## config.mk

```make
export PLATFORM = sky130hd
export DESIGN_NAME = pico_bus_ram16_responder
export DESIGN_NICKNAME = d
export VERILOG_FILES = /design/src/rtl/pico_bus_ram16_responder_pkg.sv /design/src/rtl/pico_bus_ram16_responder_ram_read_delay.sv /design/src/rtl/pico_bus_ram16_responder.sv
export SDC_FILE = /design/constraint.sdc
export NUM_CORES = 1
export LEC_CHECK = 0
export CAP_MARGIN = 20
export CELL_PAD_IN_SITES_DETAIL_PLACEMENT = 1
export CELL_PAD_IN_SITES_GLOBAL_PLACEMENT = 2
export CORE_MARGIN = 3
export CORE_UTILIZATION = 35
export DETAILED_ROUTE_END_ITERATION = 12
export DONT_BUFFER_PORTS = 1
export PLACE_DENSITY_LB_ADDON = 0.08
export RECOVER_POWER = 50
export SLEW_MARGIN = 15
export SYNTH_ARGS = -nofsm -noshare
export SYNTH_HDL_FRONTEND = slang
export SYNTH_SLANG_ARGS = --single-unit
```

## constraint.sdc

```tcl
create_clock -name clk -period 2.7 [get_ports clk]
set_clock_uncertainty 0.15 [all_clocks]
set_input_delay 0.54 -clock clk [delete_from_list [all_inputs] [get_ports clk]]
set_output_delay 0.54 -clock clk [all_outputs]
set_load 0.02 [all_outputs]
```

## src/rtl/pico_bus_ram16_responder_pkg.sv

```systemverilog
// Shared definitions for 16-bit-RAM bus responders: FSM encoding and write-mask helpers.

package pico_bus_ram16_responder_pkg;

  typedef enum logic [2:0] {
    StIdle,
    StIssueLo,
    StIssueHi,
    StWaitRd,
    StDone,
    StGuard
  } state_e;

  // Each byte strobe enables the two nibbles of that byte in the RAM half-word.
  function automatic logic [3:0] nibble_mask(input logic [1:0] strb);
    return {strb[1], strb[1], strb[0], strb[0]};
  endfunction

endpackage

```

## src/rtl/pico_bus_ram16_responder_ram_read_delay.sv

```systemverilog
// Shift register of read-issue tags; the output tag marks the cycle in which the RAM read data
// belonging to that issue is present on ram_rdata.

module pico_bus_ram16_responder_ram_read_delay #(
  parameter int unsigned Latency = 1
) (
  input  logic clk_i,
  input  logic reset_i,
  input  logic tag_valid_i,
  input  logic tag_half_i,
  output logic tag_valid_o,
  output logic tag_half_o
);

  logic [Latency-1:0] valid_q, valid_d;
  logic [Latency-1:0] half_q, half_d;

  always_comb begin
    valid_d    = valid_q;
    half_d     = half_q;
    valid_d[0] = tag_valid_i;
    half_d[0]  = tag_half_i;
    for (int i = 1; i < int'(Latency); i++) begin
      valid_d[i] = valid_q[i-1];
      half_d[i]  = half_q[i-1];
    end
  end

  always_ff @(posedge clk_i) begin
    if (reset_i) begin
      valid_q <= '0;
      half_q  <= '0;
    end else begin
      valid_q <= valid_d;
      half_q  <= half_d;
    end
  end

  assign tag_valid_o = valid_q[Latency-1];
  assign tag_half_o  = half_q[Latency-1];

endmodule

```

## src/rtl/pico_bus_ram16_responder.sv

```systemverilog
// PicoRV32-style bus responder serving 32-bit word accesses from a 16-bit synchronous RAM,
// splitting each access into one or two half-word RAM cycles. All outputs are registered.

module pico_bus_ram16_responder
  import pico_bus_ram16_responder_pkg::*;
#(
  parameter logic [31:0] BASE_ADDR   = 32'h0002_0000,
  parameter logic [31:0] ADDR_MASK   = 32'hfffe_0000,
  parameter int unsigned RAM_AW      = 14,
  parameter int unsigned RAM_LATENCY = 1
) (
  input  logic              clk,
  input  logic              reset,
  input  logic              mem_valid,
  input  logic [31:0]       mem_addr,
  input  logic [31:0]       mem_wdata,
  input  logic [3:0]        mem_wstrb,
  output logic              mem_ready,
  output logic [31:0]       mem_rdata,
  output logic [RAM_AW-1:0] ram_addr,
  output logic [15:0]       ram_wdata,
  output logic              ram_we,
  output logic [3:0]        ram_mask,
  input  logic [15:0]       ram_rdata
);

  localparam int unsigned WordAw = RAM_AW - 1;

  state_e state_q, state_d;

  logic [WordAw-1:0] waddr_q, waddr_d;
  logic [31:0]       wdata_q, wdata_d;
  logic [3:0]        wstrb_q, wstrb_d;
  logic [15:0]       lo_q, lo_d;
  logic              rd_issue_q, rd_issue_d;

  logic              mem_ready_q, mem_ready_d;
  logic [31:0]       mem_rdata_q, mem_rdata_d;
  logic [RAM_AW-1:0] ram_addr_q, ram_addr_d;
  logic [15:0]       ram_wdata_q, ram_wdata_d;
  logic              ram_we_q, ram_we_d;
  logic [3:0]        ram_mask_q, ram_mask_d;

  logic              hit;
  logic [WordAw-1:0] cur_waddr;
  logic [31:0]       cur_wdata;
  logic [3:0]        cur_wstrb;
  logic              cur_wr;
  logic              issue_half;
  logic [1:0]        half_strb;
  logic              tag_valid;
  logic              tag_half;

  assign hit = (mem_addr & ADDR_MASK) == BASE_ADDR;

  pico_bus_ram16_responder_ram_read_delay #(
    .Latency (RAM_LATENCY)
  ) u_ram_read_delay (
    .clk_i       (clk),
    .reset_i     (reset),
    .tag_valid_i (rd_issue_q),
    .tag_half_i  (ram_addr_q[0]),
    .tag_valid_o (tag_valid),
    .tag_half_o  (tag_half)
  );

  // Request latch and sequencing. cur_* is the access being issued: the live bus in IDLE,
  // the latched copy afterwards, so the first RAM cycle can be registered at acceptance.
  always_comb begin
    state_d   = state_q;
    waddr_d   = waddr_q;
    wdata_d   = wdata_q;
    wstrb_d   = wstrb_q;
    cur_waddr = waddr_q;
    cur_wdata = wdata_q;
    cur_wstrb = wstrb_q;
    unique case (state_q)
      StIdle: begin
        if (mem_valid && hit) begin
          waddr_d   = mem_addr[RAM_AW:2];
          wdata_d   = mem_wdata;
          wstrb_d   = mem_wstrb;
          cur_waddr = mem_addr[RAM_AW:2];
          cur_wdata = mem_wdata;
          cur_wstrb = mem_wstrb;
          state_d   = (mem_wstrb != 4'b0 && mem_wstrb[1:0] == 2'b0) ? StIssueHi : StIssueLo;
        end
      end
      StIssueLo: state_d = (wstrb_q == 4'b0 || wstrb_q[3:2] != 2'b0) ? StIssueHi : StDone;
      StIssueHi: state_d = (wstrb_q == 4'b0) ? StWaitRd : StDone;
      StWaitRd: begin
        if (tag_valid && tag_half) begin
          state_d = StDone;
        end
      end
      StDone:  state_d = StGuard;
      StGuard: state_d = StIdle;
      default: state_d = StIdle;
    endcase
  end

  // RAM strobes exist only for the cycle of each issue; address and data simply hold.
  always_comb begin
    cur_wr      = cur_wstrb != 4'b0;
    issue_half  = state_d == StIssueHi;
    half_strb   = issue_half ? cur_wstrb[3:2] : cur_wstrb[1:0];
    ram_addr_d  = ram_addr_q;
    ram_wdata_d = ram_wdata_q;
    ram_we_d    = 1'b0;
    ram_mask_d  = 4'b0;
    rd_issue_d  = 1'b0;
    if (state_d == StIssueLo || state_d == StIssueHi) begin
      ram_addr_d  = {cur_waddr, issue_half};
      ram_wdata_d = issue_half ? cur_wdata[31:16] : cur_wdata[15:0];
      ram_we_d    = cur_wr;
      ram_mask_d  = cur_wr ? nibble_mask(half_strb) : 4'b0;
      rd_issue_d  = !cur_wr;
    end
    lo_d        = (tag_valid && !tag_half) ? ram_rdata : lo_q;
    mem_ready_d = state_d == StDone;
    mem_rdata_d = (state_q == StWaitRd && state_d == StDone) ? {ram_rdata, lo_q} : 32'b0;
  end

  always_ff @(posedge clk) begin
    if (reset) begin
      state_q     <= StIdle;
      waddr_q     <= '0;
      wdata_q     <= '0;
      wstrb_q     <= '0;
      lo_q        <= '0;
      rd_issue_q  <= 1'b0;
      mem_ready_q <= 1'b0;
      mem_rdata_q <= '0;
      ram_addr_q  <= '0;
      ram_wdata_q <= '0;
      ram_we_q    <= 1'b0;
      ram_mask_q  <= '0;
    end else begin
      state_q     <= state_d;
      waddr_q     <= waddr_d;
      wdata_q     <= wdata_d;
      wstrb_q     <= wstrb_d;
      lo_q        <= lo_d;
      rd_issue_q  <= rd_issue_d;
      mem_ready_q <= mem_ready_d;
      mem_rdata_q <= mem_rdata_d;
      ram_addr_q  <= ram_addr_d;
      ram_wdata_q <= ram_wdata_d;
      ram_we_q    <= ram_we_d;
      ram_mask_q  <= ram_mask_d;
    end
  end

  assign mem_ready = mem_ready_q;
  assign mem_rdata = mem_rdata_q;
  assign ram_addr  = ram_addr_q;
  assign ram_wdata = ram_wdata_q;
  assign ram_we    = ram_we_q;
  assign ram_mask  = ram_mask_q;

endmodule
```

# Word-level counts from Yosys, hierarchy flattened

Index checks and enable logic that the tools add are counted.

Equal/unequal tests: 8
Multiplexer cells: 14
Bitwise gates (word level): 3
Reductions and logical operators: 18

Operator list:

| cell                                                  | number |
|---|---|
| 2-to-1 mux 32 bit                                     | 2 |
| 2-to-1 mux 13 bit                                     | 2 |
| 2-to-1 mux 16 bit                                     | 1 |
| equality test 15 x 1 -> 1 bit (second input constant) | 1 |
| case mux 3 bit (5 select lines)                       | 1 |
| 2-to-1 mux 3 bit                                      | 4 |
| equality test 3 x 2 -> 1 bit (second input constant)  | 3 |
| 2-to-1 mux 4 bit                                      | 2 |
| nonzero test 4 bit                                    | 2 |
| equality test 3 x 1 -> 1 bit (second input constant)  | 2 |
| equality test 3 bit (second input constant)           | 2 |
| logical AND 1 bit                                     | 5 |
| zero test 4 bit                                       | 1 |
| 2-to-1 mux 2 bit                                      | 2 |
| OR reduction 2 bit                                    | 2 |
| zero test 3 bit                                       | 1 |
| NOT 1 bit                                             | 3 |
| OR reduction 3 bit                                    | 1 |
| zero test 1 bit                                       | 2 |
| zero test 2 bit                                       | 1 |
| logical OR 1 bit                                      | 2 |
| nonzero test 2 bit                                    | 1 |

Register bits after elaboration: 138
Bits of input ports: 87
Output and inout port bits: 68
Logic and storage cells: 57

# Depth between registers and ports, before layout

Gate-level depths: netlist (run 1).

Depth after elaboration: 9
Gate-level depth with buffers: 8
Mapped depth without buffers: 5

# Modules after synthesis

Synthesis (run 1) repeated with hierarchy kept, for this count alone.

Cell total of the unflattened synthesis: 521
Area total of the unflattened synthesis: 4747.1 µm²

Modules (own cells, without submodules):

| module                                  | instances | cells each | area an instance (µm²) |
|---|---|---|---|
| pico_bus_ram16_responder                | 1         | 517        | 4694.5 |
| pico_bus_ram16_responder_ram_read_delay | 1         | 4          | 52.6 |

# Worst setup path before layout (run 1)

No wires, ideal clock.

Path kind: input to register
Start: in mem_addr[18]
End: reg ram_mask_q[1], in the netlist ram_mask[1]
Setup time: 0.125 ns
Arrival: 1.801 ns
Slack: 0.624 ns
Stages: 7
Cell sequence: nor4b_1 -> and4_1 -> and2_1 -> clkbuf_1 -> buf_2 -> mux2i_1 -> o22ai_2

Cells in the longest elaborated chain, start to end: 8
Elaborated cells on any way between the ends: 14

Ends and longest elaborated chain:

| what                                                                         | RTL line                                                         | text |
|---|---|---|
| start, declared                                                              | pico_bus_ram16_responder.sv:15                                   | `input logic [31:0] mem_addr,` |
| equality test 15 x 1 -> 1 bit (*)                                            | pico_bus_ram16_responder.sv:54                                   | `assign hit = (mem_addr & ADDR_MASK) == BASE_ADDR;` |
| logical AND 1 bit (*)                                                        | pico_bus_ram16_responder.sv:79                                   | `if (mem_valid && hit) begin` |
| 2-to-1 mux 3 bit                                                             | pico_bus_ram16_responder.sv:79                                   |  |
| case mux 3 bit (5 select lines)                                              | pico_bus_ram16_responder.sv:77                                   | `unique case (state_q)` |
| equality test 3 x 1 -> 1 bit or equality test 3 x 2 -> 1 bit (tied branches) | pico_bus_ram16_responder.sv:112, pico_bus_ram16_responder.sv:105 |  |
| logical OR 1 bit                                                             | pico_bus_ram16_responder.sv:112                                  | `if (state_d == StIssueLo \|\| state_d == StIssueHi) begin` |
| NOT 1 bit (no source line)                                                   | -                                                                |  |
| OR reduction 3 bit (no source line)                                          | -                                                                |  |
| end signal, assigned                                                         | pico_bus_ram16_responder.sv:150                                  | `ram_mask_q <= ram_mask_d;` |
| end, declared                                                                | pico_bus_ram16_responder.sv:42                                   | `logic [3:0] ram_mask_q, ram_mask_d;` |

Mark *: on every way between the ends. The rest lies on a longest branch, timed or not.
A chain may end at the register's enable or synchronous reset.

# Worst setup path after layout (run 1)

Start: reg state_q[0]
End: reg mem_rdata_q[26], in the netlist mem_rdata[26]

Cells in the longest elaborated chain, start to end: 6
Elaborated cells on any way between the ends: 12

Ends and longest elaborated chain:

| what                                              | RTL line                        | text |
|---|---|---|
| start, declared                                   | pico_bus_ram16_responder.sv:29  | `state_e state_q, state_d;` |
| start signal, assigned                            | pico_bus_ram16_responder.sv:126 | `state_q <= StIdle;` |
| start signal, assigned                            | pico_bus_ram16_responder.sv:139 | `state_q <= state_d;` |
| equality test 3 bit, or another cell as far along | pico_bus_ram16_responder.sv:77  |  |
| case mux 3 bit (5 select lines)                   | pico_bus_ram16_responder.sv:77  |  |
| equality test 3 bit                               | pico_bus_ram16_responder.sv:121 | `mem_rdata_d = (state_q == StWaitRd && state_d == StDone) ? {ram_rdata, lo_q} : 32'b0;` |
| logical AND 1 bit (*)                             | pico_bus_ram16_responder.sv:121 |  |
| NOT 1 bit (no source line) (*)                    | -                               |  |
| OR reduction 2 bit (no source line) (*)           | -                               |  |
| end signal, assigned                              | pico_bus_ram16_responder.sv:146 | `mem_rdata_q <= mem_rdata_d;` |
| end, declared                                     | pico_bus_ram16_responder.sv:38  | `logic [31:0] mem_rdata_q, mem_rdata_d;` |

Marked as above.

==> results.cfg, run 1 <==
[run_status]
outcome = finished, final reports clean

[synthesis]
ys_types = 41
synth.area.top_cells = dfxtp_1 52%, nand2_1 11%, a21oi_1 5.1%
yosys.area.top_type = dfxtp_1
async_flop_share = 0
synth_area_sq_um = 4700
synth_common_cells = 142 x nand2_1, 121 x dfxtp_1, 48 x a21oi_1, 48 x nor2_1, 31 x clkbuf_1
yosysTopAreaCellShare = 0.515
syn_inst = 570
synth_seq_cells = 121
synth.most_common_cell = nand2_1
seq_area_frac_synth = 0.515
synthFlopType = dfxtp_1
synth_edf_count = 0
synth_nets = 657
yosys_warnings = 0
synth_area_per_cell_sq_um = 8.25

[sta]
relSlewSlack = 0.533
finalWorstSetupSlack_ns = 0.395
finalMaxSlewViolations = 0
rsz0062_at_grt = no
period_minus_slack_ns = 2.31
max_freq_mhz = 434
post-route-period-util = 0.854
setup_viol = 0
fin_tns_setup_ns = 0
hold_violations = 0
tightest_slew_ns = 0.700

[min_path]
holdPathStages = 1
hold_end = wstrb_q[0]$_SDFF_PP0_
hp-class = in2reg
hp-start = reset

[placement]
hpwlAfterDp_um = 8720
io_buffers = 0
preCtsSetupSlack_ns = 0.269
gp_congestion = 0.740

[power]
p_per_area_nw_per_um2 = 790
leakage_nw = 1.78
max-vdd-ir-drop_v = 0.000396

[drt]
drt_iter0_markers = 187
drt_wl_total_um = 13300
drc = 0
viasPerCell = 5.41
dr.pass1.iters = 4
routedWlPerCell_um = 18.2
dr_total_vias = 3950
ant_nets = 0

[layout]
layout-area-overhead-vs-synth_pct = 16.2
n_fill_cell = 1506
num_antenna_cells = 0
drive_above_1_share = 0.0860
fin_util = 0.424
nets = 635

[die]
die-width_um = 122
rows = 41
die_y_um = 122
boundaryPins = 155
fp.dieArea_sq_um = 14900
start_util = 0.365
coreArea_sq_um = 12900

[grt]
grt_start_max_net_pins = 90
grt_pass1_wl_um = 20900
grt_pass1_vias = 4003
grt-ovfl-total = 0
antenna_found_initial = 0
gr-usage-all-layers = 0.182

[clock_tree]
clock_latency_ns = 0.40
ctsHoldBuffers = 0
post_cts_buffers = 0
cts-resized-gates = 0
cts_sinks = 121
cts_buffer_depth = 2
tritoncts = built
cts_max_level = 4
cts_buffers = 17
clockRootBuffer = clkbuf_16
clkTransAtPathRegs_ns = 0.06

[critical_path]
arrival_ns = 2.48
crit_required_ns = 2.88
end_kind = flip-flop
r2r-start = state_q[0]$_SDFF_PP0_
criticalPathCategory = reg2reg
worstRegToRegCells = 6
r2r_end = mem_rdata[26]$_SDFF_PP0_
cp_max_fo = 33
cp-start-kind = flip-flop
r2r_slack_ns = 0.39

[flow_run]
maxCapViolCount = 0
## sequential cells by signal, indices dropped and copies added, names as in the netlist
name and flops:
u_ram_read_delay.tag_valid_o 1, lo_q 16, ram_wdata 16, mem_rdata 32, mem_ready 1, wstrb_q 4, ram_addr 14, rd_issue_q 1
ram_we 1, u_ram_read_delay.tag_half_o 1, ram_mask 2, wdata_q 16, waddr_q 13, state_q 3
## stage by stage
stage | hold slack [ns] | std cells | total power [mW] | cell area (sq um)
after floorplan | 0.264 | 570 | 1.87 | 4700
after global placement | 0.267 | 701 | 1.86 | 4830
after detailed placement | 0.282 | 701 | 1.86 | 4830
after CTS | 0.0340 | 730 | 4.38 | 5470
after global routing | 0.0316 | 730 | 4.47 | 5460
final | 0.0669 | 730 | 4.32 | 5460
## worst max path at each step
stage                                startpoint                    endpoint  slack [ns]  cells after the start
after floorplan                    mem_addr[18]      ram_mask[1]$_SDFF_PP0_        0.62                      7
after global placement             mem_wstrb[0]   ram_wdata[2]$_SDFFE_PP0N_        0.31                      5
after detailed placement           mem_wstrb[0]  ram_wdata[13]$_SDFFE_PP0N_        0.27                      4
after CTS                 state_q[2]$_SDFF_PP0_   ram_wdata[8]$_SDFFE_PP0N_        0.41                      4
after global routing      state_q[0]$_SDFF_PP0_    mem_rdata[27]$_SDFF_PP0_        0.18                      6
final                     state_q[0]$_SDFF_PP0_    mem_rdata[26]$_SDFF_PP0_        0.39                      6
## critical path, stage by stage, from the launching register on
cell       delay [ns]
dfxtp_1          0.37
clkbuf_2         0.56
mux2_2           0.41
a21oi_1          0.20
nand4bb_1        0.17
buf_12           0.21
nor3_1           0.14
## area by class of cell
class	count	area [sq um]	share of cell area
multi-input combinational	388	2030	0.372
clock buffer	19	443	0.0811
timing repair buffer	12	121	0.0222
clock inverter	10	200	0.0366
tap	172	215	0.0394
sequential	121	2420	0.443
inverter	8	30.0	0.00550
## report_power, final
group | switching (mW) | total, mW | leakage, nW | internal [mW]
clock network | 0.761 | 2.49 | 0.318 | 1.73
logic | 0.0197 | 0.0369 | 0.489 | 0.0172
registers | 0.0000379 | 1.79 | 0.974 | 1.79
total | 0.781 | 4.32 | 1.78 | 3.54
## kinds of logic (layout without fill, tap and decap cells)
logic type	Yosys count	count (layout)	share of synthesized area
simple gates	272	272	0.258
flops	121	121	0.515
compound gates	106	106	0.150
buf+inv	61	49	0.0556
mux	10	10	0.0216
## layout by cell type (no fill, tap or decap), drive strengths merged, types with 3 or more instances in the layout
cell type / synthesis / routed
and3: 16 / 16
a211oi: 22 / 22
clkbuf: 31 / 21
nor2: 48 / 48
nand3: 27 / 27
mux2i: 9 / 9
dfxtp: 121 / 121
nor4: 7 / 7
bufinv: 0 / 6
nor3: 11 / 11
a311oi: 24 / 24
nand2: 143 / 143
nor2b: 3 / 3
buf: 22 / 10
inv: 8 / 8
a21oi: 48 / 48
nor3b: 4 / 4
o21ai: 3 / 3
and2: 3 / 3
clkinv: 0 / 4
## metal layers
metal | wire, um | part of all wire | global-route usage
met4 | 150 | 0.011 | 0.0560
met2 | 6490 | 0.49 | 0.295
met3 | 1110 | 0.083 | 0.0896
met1 | 5530 | 0.42 | 0.211
met5 | 0 | 0 | 0
Power figures use the tool's default switching activity.
==> run 2: changes to the inputs <==
Settings changed: CELL_PAD_IN_SITES_DETAIL_PLACEMENT 1 to unset, CELL_PAD_IN_SITES_GLOBAL_PLACEMENT 2 to unset, CORE_UTILIZATION 35 to 45, PLACE_DENSITY set to 0.61, PLACE_DENSITY_LB_ADDON 0.08 to unset.
==> results.cfg, run 2 (same netlist as run 1, synthesis figures left out) <==
[grt]
grt-ovfl-total = 0
gr-usage-all-layers = 0.201
antenna_found_initial = 1
grt_start_max_net_pins = 88
grt_pass1_vias = 4047
grt_pass1_wl_um = 19100

[placement]
gp_congestion = 0.819
hpwlAfterDp_um = 7270
io_buffers = 0

[die]
coreArea_sq_um = 9950
die_y_um = 108
boundaryPins = 155
rows = 36
start_util = 0.472
fp.dieArea_sq_um = 11700
die-width_um = 108

[critical_path]
cp-start-kind = flip-flop
crit_required_ns = 2.96
cpMaxStageDelayCell = clkbuf_2
crit_path_start = state_q[0]$_SDFF_PP0_
cp_max_fo = 33
end_kind = flip-flop
r2r-start = state_q[0]$_SDFF_PP0_
arrival_ns = 2.55
r2r_end = mem_rdata[26]$_SDFF_PP0_
cp_cell_sequence = clkbuf_2, mux2_2, a21oi_1, nand4bb_1, buf_4, nor3_1
critPathMaxStageDelay_ns = 0.54
r2r_slack_ns = 0.41
endpoint = mem_rdata[26]$_SDFF_PP0_
worstRegToRegCells = 6
criticalPathCategory = reg2reg

[sta]
hold_violations = 0
rsz0062_at_grt = no
fin_tns_setup_ns = 0
max_freq_mhz = 437
finalMaxSlewViolations = 85
post-route-period-util = 0.847
setup_viol = 0
period_minus_slack_ns = 2.29
tightest_slew_ns = 1.75
relSlewSlack = -0.166

[drt]
drt_iter0_markers = 180
drt_wl_total_um = 11500
viasPerCell = 5.58
dr.pass1.iters = 4
drc = 0
routedWlPerCell_um = 16.2
ant_nets = 0
dr_total_vias = 3959

[clock_tree]
clkTransAtPathRegs_ns = 0.06
ctsHoldBuffers = 15
cts_sinks = 121
post_cts_buffers = 0
cts_buffers = 17
cts-resized-gates = 0
cts_max_level = 4
cts_buffer_depth = 2
clock_latency_ns = 0.49
tritoncts = built
clockRootBuffer = clkbuf_8

[power]
power.net_switching_mw = 0.891
max-vdd-ir-drop_v = 0.000395
p_clk_frac = 0.550
p_per_area_nw_per_um2 = 754
p_seq_frac = 0.432
intPower_mw = 3.24
leakage_nw = 1.80
switching_share = 0.216
power_frac_comb = 0.017
power_mw = 4.13

[layout]
layout_commonest_cell = nand2_1
final_cell_mix = 141 x nand2_1, 121 x dfxtp_1, 48 x nor2_1
nets = 649
drive_above_1_share = 0.0904
largest_reg_flops = 32
layout-area-overhead-vs-synth_pct = 16.6

[flow_run]
maxCapViolCount = 1

[run_status]
outcome = finished, violations left
failed_checks = capacitance limit, slew limit

[min_path]
hp-class = in2reg
[run 2: cell types whose count changed in the layout (fill, tap and decap cells not counted), moves of 2 or more]
cell,before,now
dlygate4sd3_1,0,14
clkinv_4,0,5
bufinv_16,6,3
clkinv_2,4,1
inv_6,0,3
buf_12,3,1
clkbuf_1,2,0
clkbuf_2,1,3
clkinvlp_4,0,2
[run 2: routing by layer]
layer / wire [um] / global-route usage / share of wire / vias up
met5: 0 / 0 / 0 / -
met4: 210 / 0.0784 / 0.018 / 0
met3: 1110 / 0.0830 / 0.096 / 18
met2: 5380 / 0.330 / 0.47 / 124
met1: 4810 / 0.233 / 0.42 / 1882
li1: - / - / - / 1935
[run 2: worst min-delay path by stage]
| stage | start | endpoint | cells after the start |
|---|---|---|---|
| after CTS | ram_rdata[9] | mem_rdata[25]$_SDFF_PP0_ | 2 |
| after global routing | ram_rdata[9] | mem_rdata[25]$_SDFF_PP0_ | 2 |
| final | ram_rdata[9] | mem_rdata[25]$_SDFF_PP0_ | 2 |
| after global placement | rd_issue_q$_SDFF_PP0_ | u_ram_read_delay.tag_valid_o$_SDFF_PP0_ | 1 |
| after floorplan | rd_issue_q$_SDFF_PP0_ | u_ram_read_delay.tag_valid_o$_SDFF_PP0_ | 1 |
| after detailed placement | lo_q[5]$_SDFFE_PP0P_ | mem_rdata[5]$_SDFF_PP0_ | 2 |
[run 2: layout make-up]
class | instances | area (sq um)
Sequential cell | 121 | 2420
Clock buffer | 17 | 414
Clock inverter | 15 | 191
Fill cell | 908 | 4470
Inverter | 8 | 30.0
Antenna cell | 1 | 2.50
Timing Repair Buffer | 26 | 235
Tap cell | 133 | 166
Multi-Input combinational cell | 388 | 2020
[run 2: stage by stage]
step	hold WS [ns]	setup slack [ns]	std cells	util	cell area (sq um)
2_1_floorplan	0.264	0.624	570	-	4700
3_3_place_gp	0.265	0.406	661	0.476	4740
3_5_place_dp	0.275	0.359	661	0.476	4740
4_1_cts	0.000304	0.513	708	0.554	5510
5_1_grt	0.00541	0.214	709	0.551	5480
6_report	0.0228	0.413	709	0.551	5480
[run 2: critical path, delay by kind of cell, from the launching register on]
family / cells / cell delay [ns]
buffers and inverters: 2 / 0.79
muxes: 1 / 0.40
and+or+nand+nor: 2 / 0.28
AOI/OAI and AO/OA: 1 / 0.18
DFF: 1 / 0.39
[run 2: power groups by stage]
| stage | Combinational (mW) | Clock [mW] | Sequential (mW) |
|---|---|---|---|
| CTS | 0.0759 | 2.31 | 1.79 |
| finish | 0.0723 | 2.28 | 1.79 |
| global placement | 0.0345 | 0 | 1.82 |
| global route | 0.0795 | 2.41 | 1.78 |
| detailed placement | 0.0349 | 0 | 1.82 |
| floorplan | 0.0458 | 0 | 1.82 |
